<file path="config.mk">
export PLATFORM = sky130hd
export DESIGN_NAME = seg_scan_ctrl
export DESIGN_NICKNAME = d
export VERILOG_FILES = /design/src/rtl/seg_pkg.sv /design/src/rtl/seg_bcd_decode.sv /design/src/rtl/seg_scan_ctrl.sv
export SDC_FILE = /design/constraint.sdc
export NUM_CORES = 1
export LEC_CHECK = 0
export CORE_MARGIN = 2
export CORE_UTILIZATION = 40
export CTS_BUF_LIST = sky130_fd_sc_hd__clkbuf_8
export DETAILED_ROUTE_END_ITERATION = 8
export HOLD_SLACK_MARGIN = 0.02
export PLACE_DENSITY_LB_ADDON = 0.25
export SYNTH_ARGS = -nofsm -noshare
export SYNTH_HDL_FRONTEND = slang
export SYNTH_SLANG_ARGS = --single-unit
</file>
<file path="constraint.sdc">
create_clock -name clk -period 3.37 [get_ports clk]
set_input_delay 0.674 -clock clk [delete_from_list [all_inputs] [get_ports clk]]
set_output_delay 0.674 -clock clk [all_outputs]
set_load 0.03 [all_outputs]
</file>
<file path="src/rtl/seg_pkg.sv">
// seg_pkg: segment codes (a..g, dp excluded) and update FSM encoding for seg_scan_ctrl
package seg_pkg;
  localparam logic [6:0] SEG_0 = 7'h7E;
  localparam logic [6:0] SEG_1 = 7'h30;
  localparam logic [6:0] SEG_2 = 7'h6D;
  localparam logic [6:0] SEG_3 = 7'h79;
  localparam logic [6:0] SEG_4 = 7'h33;
  localparam logic [6:0] SEG_5 = 7'h5B;
  localparam logic [6:0] SEG_6 = 7'h5F;
  localparam logic [6:0] SEG_7 = 7'h70;
  localparam logic [6:0] SEG_8 = 7'h7F;
  localparam logic [6:0] SEG_9 = 7'h7B;
  localparam logic [6:0] SEG_BLANK = 7'h00;
  localparam logic [0:0] ST_READY = 1'b0;
  localparam logic [0:0] ST_PENDING = 1'b1;
endpackage

</file>
<file path="src/rtl/seg_bcd_decode.sv">
// seg_bcd_decode: BCD nibble to active-high a..g segments; non-decimal nibbles go dark
module seg_bcd_decode
  import seg_pkg::*;
(
  input  logic [3:0] bcd,
  output logic [6:0] seg
);
  always_comb begin
    case (bcd)
      4'd0: seg = SEG_0;
      4'd1: seg = SEG_1;
      4'd2: seg = SEG_2;
      4'd3: seg = SEG_3;
      4'd4: seg = SEG_4;
      4'd5: seg = SEG_5;
      4'd6: seg = SEG_6;
      4'd7: seg = SEG_7;
      4'd8: seg = SEG_8;
      4'd9: seg = SEG_9;
      default: seg = SEG_BLANK;
    endcase
  end
endmodule

</file>
<file path="src/rtl/seg_scan_ctrl.sv">
// seg_scan_ctrl: multiplexed 7-segment scanner with blanking, leading-zero suppression
// and a valid/ready shadow register that commits only at frame boundaries.
module seg_scan_ctrl
  import seg_pkg::*;
#(
  parameter int DIGITS = 4,
  parameter int REFRESH_DIV = 16000,
  parameter int BLANK_CYC = 16
) (
  input  logic                  clk,
  input  logic                  rst_n,
  input  logic                  in_valid,
  output logic                  in_ready,
  input  logic [4*DIGITS-1:0]   value_bcd,
  input  logic [DIGITS-1:0]     dp_mask,
  input  logic                  blank_lz,
  output logic [7:0]            seg,
  output logic [DIGITS-1:0]     an,
  output logic                  frame_tick
);
  localparam int IW = DIGITS > 1 ? $clog2(DIGITS) : 1;
  localparam int CW = REFRESH_DIV > 1 ? $clog2(REFRESH_DIV) : 1;
  logic [CW-1:0] cnt;
  logic [IW-1:0] idx;
  logic [0:0] st;
  logic [4*DIGITS-1:0] sh_bcd, ds_bcd;
  logic [DIGITS-1:0] sh_dp, ds_dp, lead;
  logic sh_lz, ds_lz, tc, wrap, xfer, en, blank, z;
  logic [6:0] seg_ag;
  assign tc = cnt == CW'(REFRESH_DIV - 1);
  assign wrap = tc && idx == IW'(DIGITS - 1);
  assign in_ready = st == ST_READY;
  assign xfer = in_valid && in_ready;
  assign frame_tick = wrap;
  assign en = cnt >= CW'(BLANK_CYC);
  // lead[i]: nibble i and every nibble above it are zero
  always_comb begin
    lead = '0;
    z = 1'b1;
    for (int i = DIGITS - 1; i >= 0; i--) begin
      z = z && ds_bcd[4*i +: 4] == 4'd0;
      lead[i] = z;
    end
  end
  assign blank = ds_lz && idx != '0 && lead[idx];
  seg_bcd_decode u_dec (.bcd(ds_bcd[{idx, 2'b00} +: 4]), .seg(seg_ag));
  always_ff @(posedge clk or negedge rst_n) begin
    if (!rst_n) begin
      cnt <= '0;
      idx <= '0;
      st <= ST_READY;
      sh_bcd <= '0;
      sh_dp <= '0;
      sh_lz <= 1'b0;
      ds_bcd <= '0;
      ds_dp <= '0;
      ds_lz <= 1'b0;
      seg <= 8'h00;
      an <= '0;
    end else begin
      cnt <= tc ? '0 : cnt + 1'b1;
      if (tc) idx <= wrap ? '0 : idx + 1'b1;
      if (xfer) begin
        sh_bcd <= value_bcd;
        sh_dp <= dp_mask;
        sh_lz <= blank_lz;
        st <= ST_PENDING;
      end else if (st == ST_PENDING && wrap) begin
        ds_bcd <= sh_bcd;
        ds_dp <= sh_dp;
        ds_lz <= sh_lz;
        st <= ST_READY;
      end
      an <= en ? DIGITS'(1) << idx : '0;
      seg <= en ? {blank ? 7'h00 : seg_ag, ds_dp[idx]} : 8'h00;
    end
  end
endmodule

</file>
==> impl_metrics.toml <==
[cells_and_area]
fillers = 690
multiInputGateArea_sq_um = 1350
antenna_cells = 0
final_util_pct = 51.0
drive_gt1_share_pct = 21.6
seq_area_sq_um = 1780
areaGrowthSynthToFinish_pct = 22.4
nNetsFinal = 322

[yosys]
syn-cell-area_sq_um = 3240
synthTopCellsByArea = "dfrtp_1 (55%), mux2_2 (8.3%), mux2_4 (4.6%)"
synth-async-reset-ratio_pct = 100
synth_commonest_cells = "dfrtp_1 (71), mux2_2 (24), nor2_1 (16)"
synth_edf_count = 0
synth.top_cell.area_share_pct = 54.9
synth-adder-area-share_pct = 4.25
synthXorXnorAreaFrac_pct = 3.25
synthSimpleGateAreaFrac_pct = 11.6
synth.most_common_cell = "dfrtp_1"
yosysSeqAreaShare_pct = 54.9
synthDistinctLibCells = 38
synth_cells = 243
synth_seq_cells = 71
synth.avg_cell_area_sq_um = 13.3
synth_top_family_by_area = "multiplexers"
synth-compound-area-share_pct = 2.86
syn-num-nets = 278
synthMuxAreaShare_pct = 19.6
synth_flop_cell = "dfrtp_1"
ys_warn_count = 0
synth_area_leader_cell = "dfrtp_1"

[setup_path]
crit_fanout = 8
cp-end-kind = "primary output"
path_class = "register to primary output"
crit_path_max_incr_delay_ns = 0.72
crit_buf_inv = 2
reg2reg_from = "cnt[0]$_DFF_PN0_"
slowest_stage = "clkdlybuf4s50_1"
crit_arrival_ns = 2.21
path_cells = "ha_1 > inv_1 > nor4_1 > clkdlybuf4s50_1"
rr_endpoint = "ds_dp[3]$_DFFE_PN0P_"
regToRegSetupSlack_ns = 1.20
crit_path_start_kind = "register"
worstPathRequired_ns = 2.70
crit_family = "buffers and inverters"
reg2reg_depth = 6

[routing]
dr.first_iter.drc_count = 62
routed_wl_um = 5510
drtPass1Iterations = 4
viasPerCell = 4.89
wl_per_cell_um = 14.0
ant_nets = 0
drc = 0
vias = 1927

[cts]
cts.sink_count = 71
clk_latency_ns = 0.34
cts_tree = "built"
cts_resized = 0
clock_path_buffers = 2
holdBufCountCts = 0
cts-root-buf = "clkbuf_8"
htree_levels = 3
postCtsSetupBuffers = 0
cts_inserted_buffers = 9
clkSlewWorstSetupHoldPaths_ns = 0.08

[floorplanning]
core_area_sq_um = 7770
die_h_um = 94.0
row_count = 32
fp.dieW_um = 94.0
io_pins = 38
fp.dieArea_sq_um = 8830
start_util_pct = 41.7

[timing]
period_share_pct = 85.7
rsz0062_at_grt = "false"
maxSlewHeadroom_pct = 42.2
max_freq_mhz = 346
finalSetupTns_ns = 0
setup_viol_count_final = 0
slew_violations = 0
tightest_slew_ns = 0.867
period_minus_slack_ns = 2.89
finClkSkew_ns = 0.00618
final-hold-violation-count = 0

[global_routing]
grt_start_max_net_pins = 72
grt_first_pass_wirelength_um = 9380
grt_pass1_vias = 1916
antenna_found_initial = 0
track_usage_pct = 14.2
grt_overflow_total = 0

[run_status]
status = "finished, final reports clean"

[power_and_ir_drop]
p_int_w = 0.00149
leakage_nw = 1.76
clkPwrFrac_pct = 47.7
peakVddDrop_mv = 0.237
power_switching_w = 0.000357
p_seq_share_pct = 48.5
powerDensity_nw_per_um2 = 466
p_sw_share_pct = 19.3
p_comb_share_pct = 3.8

[hold_path]
hold_depth = 1
hold_end = "ds_bcd[8]$_DFFE_PN0P_"
holdCritPathClass = "register to register"
hp-start = "sh_bcd[8]$_DFFE_PN0P_"

[placed_design]
dp.final_hpwl_um = 3760
gp_congestion = 0.868
port_buffers = 37

[job]
cap_violations = 0
## state kept, by name (all words and copies together), names as in the netlist
signal,cells
sh_lz,1
ds_dp,4
seg,8
ds_lz,1
sh_bcd,16
idx,2
an,4
st,1
cnt,14
sh_dp,4
ds_bcd,16
## kinds of logic after synthesis
logic type,after synthesis
adder cells (fa/ha/maj),11
AND/OR/NAND/NOR,64
AO/OA/AOI/OAI,15
flip-flops,71
XOR/XNOR,12
multiplexers,48
buffers and inverters,22
## routing by layer
layer / global-route usage, % / share of wire [%] / vias to the layer above
met1: 19.1 / 49 / 929
met3: 4.41 / 4.7 / 10
met5: 0 / 0 / -
li1: - / - / 950
met2: 20.9 / 44 / 38
met4: 6.76 / 2.1 / 0
## through the flow
stage                     instances  hold WS [ns]  area [sq um]  power (W)  setup WS, ns
after CTS                       394         0.499          3960    0.00187         0.428
final                           394         0.490          3960    0.00185         0.483
after detailed placement        378         0.480          3700   0.000985         0.806
after global placement          378         0.473          3700   0.000983         0.823
after floorplan                 243         0.378          3240   0.000933         0.948
after global routing            394         0.519          3960    0.00192         0.286
## power groups by stage
stage / Combinational, W / Clock (W) / Sequential (W)
2_1_floorplan: 0.0000261 / 0 / 0.000907
3_3_place_gp: 0.0000702 / 0 / 0.000912
3_5_place_dp: 0.0000720 / 0 / 0.000913
4_1_cts: 0.0000721 / 0.000898 / 0.000896
5_1_grt: 0.0000776 / 0.000942 / 0.000900
6_report: 0.0000695 / 0.000880 / 0.000895
## worst max path at each step
| stage | from | to | slack [ns] | depth (start not counted) |
|---|---|---|---|---|
| final | idx[0]$_DFFE_PN0N_ | frame_tick | 0.48 | 4 |
| after global routing | idx[0]$_DFFE_PN0N_ | frame_tick | 0.29 | 4 |
| after detailed placement | idx[0]$_DFFE_PN0N_ | frame_tick | 0.81 | 4 |
| after CTS | idx[0]$_DFFE_PN0N_ | frame_tick | 0.43 | 4 |
| after global placement | idx[0]$_DFFE_PN0N_ | frame_tick | 0.82 | 4 |
| after floorplan | cnt[2]$_DFF_PN0_ | frame_tick | 0.95 | 3 |
## final cells by class
type | count | share of cell area (%)
clock buffers | 9 | 3.13
repair buffers | 42 | 10.2
multi-input cells | 150 | 34.0
flip-flops and latches | 71 | 44.8
clock inverters | 7 | 3.44
inverters | 13 | 1.23
well taps | 102 | 3.22
## worst reg2reg max path, cell delays in order, from the launching register on
cell and delay (ns):
dfrtp_1 0.44, ha_1 0.27, inv_1 0.12, nor4_4 0.31
and3_1 0.19, buf_4 0.33, mux2_2 0.38
## cell usage in the layout, fill, tap and decap left out, types with 6 or more instances in the layout
| master | count |
|---|---|
| mux2_1 | 9 |
| ha_1 | 11 |
| mux2_2 | 24 |
| nor3_1 | 7 |
| dfrtp_1 | 71 |
| nor2_1 | 16 |
| clkbuf_8 | 9 |
| nor4_1 | 8 |
| clkdlybuf4s50_1 | 36 |
| mux2_4 | 10 |
| inv_1 | 14 |
| nand2_1 | 6 |
| xnor2_1 | 8 |
| nand3_1 | 6 |
(Power assumes the default switching activity.)
